### src/rtl/dmem_arbiter_if.sv
// rtl/dmem_arbiter_if.sv - requester and memory-side signal bundle for dmem_arbiter
// slave = arbiter side, master = requesters plus memory.
interface dmem_arbiter_if #(
  parameter int ADDR_W = 64,
  parameter int DATA_W = 64
);
  logic              r0_req;
  logic              r0_we;
  logic [ADDR_W-1:0] r0_addr;
  logic [DATA_W-1:0] r0_wdata;
  logic              r0_gnt;
  logic              r0_rvalid;
  logic              r0_err;
  logic [DATA_W-1:0] r0_rdata;

  logic              r1_req;
  logic              r1_we;
  logic [ADDR_W-1:0] r1_addr;
  logic [DATA_W-1:0] r1_wdata;
  logic              r1_gnt;
  logic              r1_rvalid;
  logic              r1_err;
  logic [DATA_W-1:0] r1_rdata;

  logic [ADDR_W-1:0] Mem_Addr;
  logic [DATA_W-1:0] Write_Data;
  logic              MemWrite;
  logic              MemRead;
  logic [DATA_W-1:0] Read_Data;

  modport slave (
    input  r0_req, r0_we, r0_addr, r0_wdata,
    output r0_gnt, r0_rvalid, r0_err, r0_rdata,
    input  r1_req, r1_we, r1_addr, r1_wdata,
    output r1_gnt, r1_rvalid, r1_err, r1_rdata,
    output Mem_Addr, Write_Data, MemWrite, MemRead,
    input  Read_Data
  );

  modport master (
    output r0_req, r0_we, r0_addr, r0_wdata,
    input  r0_gnt, r0_rvalid, r0_err, r0_rdata,
    output r1_req, r1_we, r1_addr, r1_wdata,
    input  r1_gnt, r1_rvalid, r1_err, r1_rdata,
    input  Mem_Addr, Write_Data, MemWrite, MemRead,
    output Read_Data
  );
endinterface

### src/rtl/dmem_arbiter.sv
// rtl/dmem_arbiter.sv - two-requester arbiter and access sequencer for the 256-byte data memory
// Every access runs IDLE -> ACCESS -> RESP; illegal addresses complete with err and no strobe.
module dmem_arbiter #(
  parameter int ADDR_W     = 64,
  parameter int DATA_W     = 64,
  parameter int MEM_BYTES  = 256,
  parameter bit FIXED_PRIO = 1'b0
) (
  input  logic             clk,
  input  logic             rst_n,
  dmem_arbiter_if.slave    bus
);
  typedef enum logic [1:0] {IDLE, ACCESS, RESP} state_t;

  localparam logic [ADDR_W-1:0] LAST_OK = ADDR_W'(MEM_BYTES - 8);

  state_t            state;
  logic              owner;
  logic              we_q;
  logic              err_q;
  logic              last;
  logic              gnt0, gnt1;
  logic              rvalid0, rvalid1;
  logic              err0, err1;
  logic [DATA_W-1:0] rdata0, rdata1;
  logic [ADDR_W-1:0] mem_addr;
  logic [DATA_W-1:0] write_data;
  logic              mem_write, mem_read;

  logic              win;
  logic              sel_we;
  logic [ADDR_W-1:0] sel_addr;
  logic [DATA_W-1:0] sel_wdata;
  logic              sel_err;
  logic [DATA_W-1:0] resp_data;

  // win = 1 selects requester 1; on a tie the side not granted last goes next
  always_comb begin
    win = 1'b0;
    if (FIXED_PRIO)
      win = !bus.r0_req;
    else if (bus.r0_req && bus.r1_req)
      win = !last;
    else
      win = !bus.r0_req;
    sel_we    = win ? bus.r1_we    : bus.r0_we;
    sel_addr  = win ? bus.r1_addr  : bus.r0_addr;
    sel_wdata = win ? bus.r1_wdata : bus.r0_wdata;
    sel_err   = (sel_addr[2:0] != 3'b000) || (sel_addr > LAST_OK);
    resp_data = (we_q || err_q) ? '0 : bus.Read_Data;
  end

  always_ff @(posedge clk or negedge rst_n) begin
    if (!rst_n) begin
      state      <= IDLE;
      owner      <= 1'b0;
      we_q       <= 1'b0;
      err_q      <= 1'b0;
      last       <= 1'b1;
      gnt0       <= 1'b0;
      gnt1       <= 1'b0;
      rvalid0    <= 1'b0;
      rvalid1    <= 1'b0;
      err0       <= 1'b0;
      err1       <= 1'b0;
      rdata0     <= '0;
      rdata1     <= '0;
      mem_addr   <= '0;
      write_data <= '0;
      mem_write  <= 1'b0;
      mem_read   <= 1'b0;
    end else begin
      case (state)
        IDLE: begin
          rvalid0 <= 1'b0;
          rvalid1 <= 1'b0;
          err0    <= 1'b0;
          err1    <= 1'b0;
          rdata0  <= '0;
          rdata1  <= '0;
          if (bus.r0_req || bus.r1_req) begin
            owner      <= win;
            last       <= win;
            we_q       <= sel_we;
            err_q      <= sel_err;
            gnt0       <= !win;
            gnt1       <= win;
            mem_addr   <= sel_addr;
            write_data <= sel_wdata;
            mem_read   <= !sel_we && !sel_err;
            mem_write  <= sel_we && !sel_err;
            state      <= ACCESS;
          end
        end
        ACCESS: begin
          gnt0      <= 1'b0;
          gnt1      <= 1'b0;
          mem_read  <= 1'b0;
          mem_write <= 1'b0;
          rvalid0   <= !owner;
          rvalid1   <= owner;
          err0      <= !owner && err_q;
          err1      <= owner && err_q;
          rdata0    <= owner ? '0 : resp_data;
          rdata1    <= owner ? resp_data : '0;
          state     <= RESP;
        end
        RESP: begin
          rvalid0 <= 1'b0;
          rvalid1 <= 1'b0;
          err0    <= 1'b0;
          err1    <= 1'b0;
          rdata0  <= '0;
          rdata1  <= '0;
          state   <= IDLE;
        end
        default: state <= IDLE;
      endcase
    end
  end

  assign bus.r0_gnt     = gnt0;
  assign bus.r1_gnt     = gnt1;
  assign bus.r0_rvalid  = rvalid0;
  assign bus.r1_rvalid  = rvalid1;
  assign bus.r0_err     = err0;
  assign bus.r1_err     = err1;
  assign bus.r0_rdata   = rdata0;
  assign bus.r1_rdata   = rdata1;
  assign bus.Mem_Addr   = mem_addr;
  assign bus.Write_Data = write_data;
  assign bus.MemWrite   = mem_write;
  assign bus.MemRead    = mem_read;
endmodule
### src/flat_wrapper.sv
// flat-port wrapper written by rule: the top's interface ports become plain ports
module dmem_arbiter_flat 
#(
  parameter int ADDR_W     = 64,
  parameter int DATA_W     = 64,
  parameter int MEM_BYTES  = 256,
  parameter bit FIXED_PRIO = 1'b0
)
  (clk, rst_n, bus_r0_req, bus_r0_we, bus_r0_addr, bus_r0_wdata, bus_r0_gnt, bus_r0_rvalid, bus_r0_err, bus_r0_rdata, bus_r1_req, bus_r1_we, bus_r1_addr, bus_r1_wdata, bus_r1_gnt, bus_r1_rvalid, bus_r1_err, bus_r1_rdata, bus_Mem_Addr, bus_Write_Data, bus_MemWrite, bus_MemRead, bus_Read_Data);
  dmem_arbiter_if #(.ADDR_W(ADDR_W), .DATA_W(DATA_W)) bus_i ();
  input  logic clk;
  input  logic rst_n;
  input wire logic [$bits(bus_i.r0_req)-1:0] bus_r0_req;
  input wire logic [$bits(bus_i.r0_we)-1:0] bus_r0_we;
  input wire logic [$bits(bus_i.r0_addr)-1:0] bus_r0_addr;
  input wire logic [$bits(bus_i.r0_wdata)-1:0] bus_r0_wdata;
  output wire logic [$bits(bus_i.r0_gnt)-1:0] bus_r0_gnt;
  output wire logic [$bits(bus_i.r0_rvalid)-1:0] bus_r0_rvalid;
  output wire logic [$bits(bus_i.r0_err)-1:0] bus_r0_err;
  output wire logic [$bits(bus_i.r0_rdata)-1:0] bus_r0_rdata;
  input wire logic [$bits(bus_i.r1_req)-1:0] bus_r1_req;
  input wire logic [$bits(bus_i.r1_we)-1:0] bus_r1_we;
  input wire logic [$bits(bus_i.r1_addr)-1:0] bus_r1_addr;
  input wire logic [$bits(bus_i.r1_wdata)-1:0] bus_r1_wdata;
  output wire logic [$bits(bus_i.r1_gnt)-1:0] bus_r1_gnt;
  output wire logic [$bits(bus_i.r1_rvalid)-1:0] bus_r1_rvalid;
  output wire logic [$bits(bus_i.r1_err)-1:0] bus_r1_err;
  output wire logic [$bits(bus_i.r1_rdata)-1:0] bus_r1_rdata;
  output wire logic [$bits(bus_i.Mem_Addr)-1:0] bus_Mem_Addr;
  output wire logic [$bits(bus_i.Write_Data)-1:0] bus_Write_Data;
  output wire logic [$bits(bus_i.MemWrite)-1:0] bus_MemWrite;
  output wire logic [$bits(bus_i.MemRead)-1:0] bus_MemRead;
  input wire logic [$bits(bus_i.Read_Data)-1:0] bus_Read_Data;
  assign bus_i.r0_req = bus_r0_req;
  assign bus_i.r0_we = bus_r0_we;
  assign bus_i.r0_addr = bus_r0_addr;
  assign bus_i.r0_wdata = bus_r0_wdata;
  assign bus_r0_gnt = bus_i.r0_gnt;
  assign bus_r0_rvalid = bus_i.r0_rvalid;
  assign bus_r0_err = bus_i.r0_err;
  assign bus_r0_rdata = bus_i.r0_rdata;
  assign bus_i.r1_req = bus_r1_req;
  assign bus_i.r1_we = bus_r1_we;
  assign bus_i.r1_addr = bus_r1_addr;
  assign bus_i.r1_wdata = bus_r1_wdata;
  assign bus_r1_gnt = bus_i.r1_gnt;
  assign bus_r1_rvalid = bus_i.r1_rvalid;
  assign bus_r1_err = bus_i.r1_err;
  assign bus_r1_rdata = bus_i.r1_rdata;
  assign bus_Mem_Addr = bus_i.Mem_Addr;
  assign bus_Write_Data = bus_i.Write_Data;
  assign bus_MemWrite = bus_i.MemWrite;
  assign bus_MemRead = bus_i.MemRead;
  assign bus_i.Read_Data = bus_Read_Data;
  dmem_arbiter #(.ADDR_W(ADDR_W), .DATA_W(DATA_W), .MEM_BYTES(MEM_BYTES), .FIXED_PRIO(FIXED_PRIO)) u_core (.clk(clk), .rst_n(rst_n), .bus(bus_i));
endmodule
### config.mk
export PLATFORM = sky130hd
export DESIGN_NAME = dmem_arbiter_flat
export DESIGN_NICKNAME = d
export VERILOG_FILES = /design/src/rtl/dmem_arbiter_if.sv /design/src/rtl/dmem_arbiter.sv /design/src/flat_wrapper.sv
export SDC_FILE = /design/constraint.sdc
export NUM_CORES = 1
export LEC_CHECK = 0
export ABC_AREA = 1
export BUFFER_PORTS_ARGS = -buffer_cell sky130_fd_sc_hd__buf_4
export CORE_AREA = 2 2 232 234
export CTS_CLUSTER_SIZE = 20
export DETAILED_ROUTE_END_ITERATION = 10
export DIE_AREA = 0 0 234 236
export PLACE_DENSITY_LB_ADDON = 0.25
export SLEW_MARGIN = 20
export SYNTH_ARGS = -nofsm -noshare
export SYNTH_HDL_FRONTEND = slang
export SYNTH_SLANG_ARGS = --single-unit
### constraint.sdc
create_clock -name clk -period 2.47 [get_ports clk]
set_input_delay 0.247 -clock clk [delete_from_list [all_inputs] [get_ports clk]]
set_output_delay 0.247 -clock clk [all_outputs]
set_load 0.03 [all_outputs]
==> results.py <==
metrics = {
    "sta": {
        "fin_tns_setup_ns": 0,
        "fin_skew_ns": 0.0131,
        "setup_viol": 0,
        "period_share_pct": 91.3,
        "timing.fmax_mhz": 443,
        "relSlewSlack_pct": 47.6,
        "hold_viol_final": 0,
        "slew_viol_final": 0,
        "min_period_ns": 2.26,
        "grt_setup_unrepaired": "no",
        "worst_pin_slew_ns": 0.786,
    },
    "yosys": {
        "syn_inst": 1389,
        "synth_cell_types": 19,
        "synth_commonest_cells": "nand3_1, nand2_1, dfrtp_1",
        "netlist_area_um2": 11800,
        "synth-async-reset-ratio_pct": 100,
        "ys.flop_type": "dfrtp_1",
        "syn_avg_cell_area_um2": 8.50,
        "synth.largest_area_cell": "dfrtp_1",
        "ys_seq_area_share_pct": 57.2,
        "synth.most_common_cell": "nand3_1",
        "synth-edff-count": 0,
        "yosys_warnings": 0,
        "synth_top_area_share_pct": 57.0,
        "syn_nets": 1715,
        "synthTopCellsByArea": "dfrtp_1, nand3_1, nand2_1, o21ai_0, clkbuf_1",
        "synth-seq-cells": 270,
    },
    "worst_setup_path": {
        "arrival_ns": 2.71,
        "r2r_cells": 8,
        "max_stage_delay_ns": 0.54,
        "crit_path_end_kind": "register",
        "critical_path_class": "reg -> reg",
        "worstPathMaxFanout": 66,
        "cp-start-kind": "register",
        "cp_cell_sequence": "inv_1 -> nand2_2 -> nand2_4 -> buf_12 -> buf_6 -> nand3_1 -> nand3_1 -> dlygate4sd3_1",
        "critPathRequiredTime_ns": 2.93,
        "crit_slowest_cell": "dlygate4sd3_1",
        "cpMostUsedCell": "nand3_1",
    },
    "power": {
        "power_density_nw_per_um2": 1130,
        "total_power_mw": 23.0,
        "p_leak_nw": 9.94,
        "ir_worst_vdd_mv": 0.844,
    },
    "grt": {
        "grt_overflow_total": 0,
        "grt_max_degree": 133,
        "grtUsageTotal_pct": 17.6,
        "grt_pass1_wl_um": 76800,
        "grt_antenna_before_repair": 1,
        "grt_pass1_vias": 13300,
    },
    "clock_network": {
        "cts_tree": "done",
        "cts_buffers": 34,
        "clk_pin_slew_ns": 0.06,
        "htreeDepth": 2,
        "clockBufferDepth": 3,
        "root_buffer": "clkbuf_16",
        "clkSinkCount": 270,
        "worstSkewPairLatency_ns": 0.53,
        "cts_setup_buffers": 0,
    },
    "layout": {
        "n_fill_cell": 5358,
        "drive_above_1_share_pct": 31.7,
        "stdcell_count": 2867,
        "utilization_pct": 38.4,
        "antenna_cells": 0,
        "fin_nets": 2472,
        "synthToLayoutAreaGrowth_pct": 72.7,
    },
    "run_status": {
        "status": "finished, final reports clean",
    },
    "route": {
        "drt_first_pass_iters": 5,
        "drc_errors": 0,
        "vias_per_cell": 4.62,
        "vias": 13200,
        "wl_per_cell_um": 17.7,
        "ant_nets": 0,
        "first_iter_violations": 761,
        "finalWirelength_um": 50700,
    },
    "placed_design": {
        "dp_hpwl_um": 35000,
        "gp_congestion": 0.872,
        "dp_cells": 2588,
        "numPortBuffers": 589,
    },
    "die": {
        "start_util_pct": 22.3,
        "io_pins": 590,
        "core_area_um2": 53100,
        "num_rows": 85,
        "die-area_um2": 55200,
        "chipHeight_um": 236,
        "die_x_um": 234,
    },
    "job": {
        "drv_cap": 0,
    },
    "worst_hold_path": {
        "hold_path_class": "in -> reg",
        "holdPathStages": 3,
    },
}
## stage by stage
step	setup slack, ns	instance area, um^2	hold WS (ns)
final	0.215	20400	0.0336
after global routing	0.0830	20400	0.0192
after CTS	0.0212	20400	0.000492
after detailed placement	0.330	17100	0.220
after global placement	0.368	17100	0.215
after floorplan	0.654	11800	-0.0486
## power breakdown
group	leakage [nW]	switching [mW]	internal (mW)
logic	5.90	7.03	4.36
registers	3.48	0.825	5.72
clock network	0.555	2.01	3.03
total	9.94	9.87	13.1
## worst paths after layout
check	startpoint	end	slack, ns
worst max-delay path	u_core.last	u_core.bus.Write_Data[29]	0.21
worst min-delay path	bus_Read_Data[58]	u_core.bus.r1_rdata[58]	0.03
worst max register to register	u_core.last	u_core.bus.Write_Data[29]	0.21
worst min register to register	u_core.bus.Mem_Addr[44]	u_core.bus.Mem_Addr[44]	0.49
max in group asynchronous	rst_n	u_core.bus.Write_Data[29]	1.48
min in group asynchronous	rst_n	u_core.bus.r0_rdata[54]	0.25
## registers in the layout, summed over array words and instances (netlist names)
| signal | cells |
|---|---|
| u_core.bus.MemRead | 1 |
| u_core.bus.MemWrite | 1 |
| u_core.bus.Mem_Addr | 64 |
| u_core.bus.Write_Data | 64 |
| u_core.bus.r0_err | 1 |
| u_core.bus.r0_gnt | 1 |
| u_core.bus.r0_rdata | 64 |
| u_core.bus.r0_rvalid | 1 |
| u_core.bus.r1_err | 1 |
| u_core.bus.r1_gnt | 1 |
| u_core.bus.r1_rdata | 64 |
| u_core.bus.r1_rvalid | 1 |
| u_core.err_q | 1 |
| u_core.last | 1 |
| u_core.owner | 1 |
| u_core.state | 2 |
| u_core.we_q | 1 |
## cell type report
class,count,area (um^2),share of cell area [%]
multi-input combinational,978,4530,22.2
sequential,270,6770,33.2
inverter,23,93.8,0.460
clock inverter,12,124,0.607
clock buffer,49,998,4.89
tap,696,871,4.27
timing repair buffer,839,7020,34.4
## layout by cell type (no fill, tap or decap), types with 2 or more instances in the layout
cell           instances
buf_4                606
nand3_1              383
nand2_1              297
dfrtp_1              267
dlygate4sd3_1        218
o21ai_0              149
nor2_1                83
a31oi_1               44
clkbuf_16             35
inv_1                 22
buf_12                13
o21ai_1                9
clkbuf_8               7
clkbuf_1               7
clkinv_2               6
nand3b_1               4
nand2_2                3
inv_6                  2
bufinv_16              2
dfrtp_4                2
## kinds of logic after synthesis
group	share of synthesized area, %
AND/OR/NAND/NOR	28.8
flip-flops	57.2
AO/OA/AOI/OAI	9.16
buffers and inverters	4.78
## worst max-delay path: cells and delay by family (launching register included)
kind                   cells  cell delay (ns)
flip-flops                 1             0.35
AND/OR/NAND/NOR            4             0.44
buffers and inverters      4             1.30
## per-layer routing
| metal | vias to the layer above | global-route usage [%] | share of wire (%) |
|---|---|---|---|
| met5 | - | 0 | 0.032 |
| met4 | 2 | 5.56 | 2.9 |
| met1 | 6340 | 21.5 | 40 |
| met2 | 560 | 29.4 | 48 |
| li1 | 6253 | - | - |
| met3 | 85 | 5.63 | 9.3 |
## what timing repair did
item | CTS | global route
hold buffers | 218 | 0
setup endpoints to repair | 0 | 67
hold endpoints to repair | 205 | 0
gates resized for setup | 0 | 3
Power figures use the tool's default switching activity.
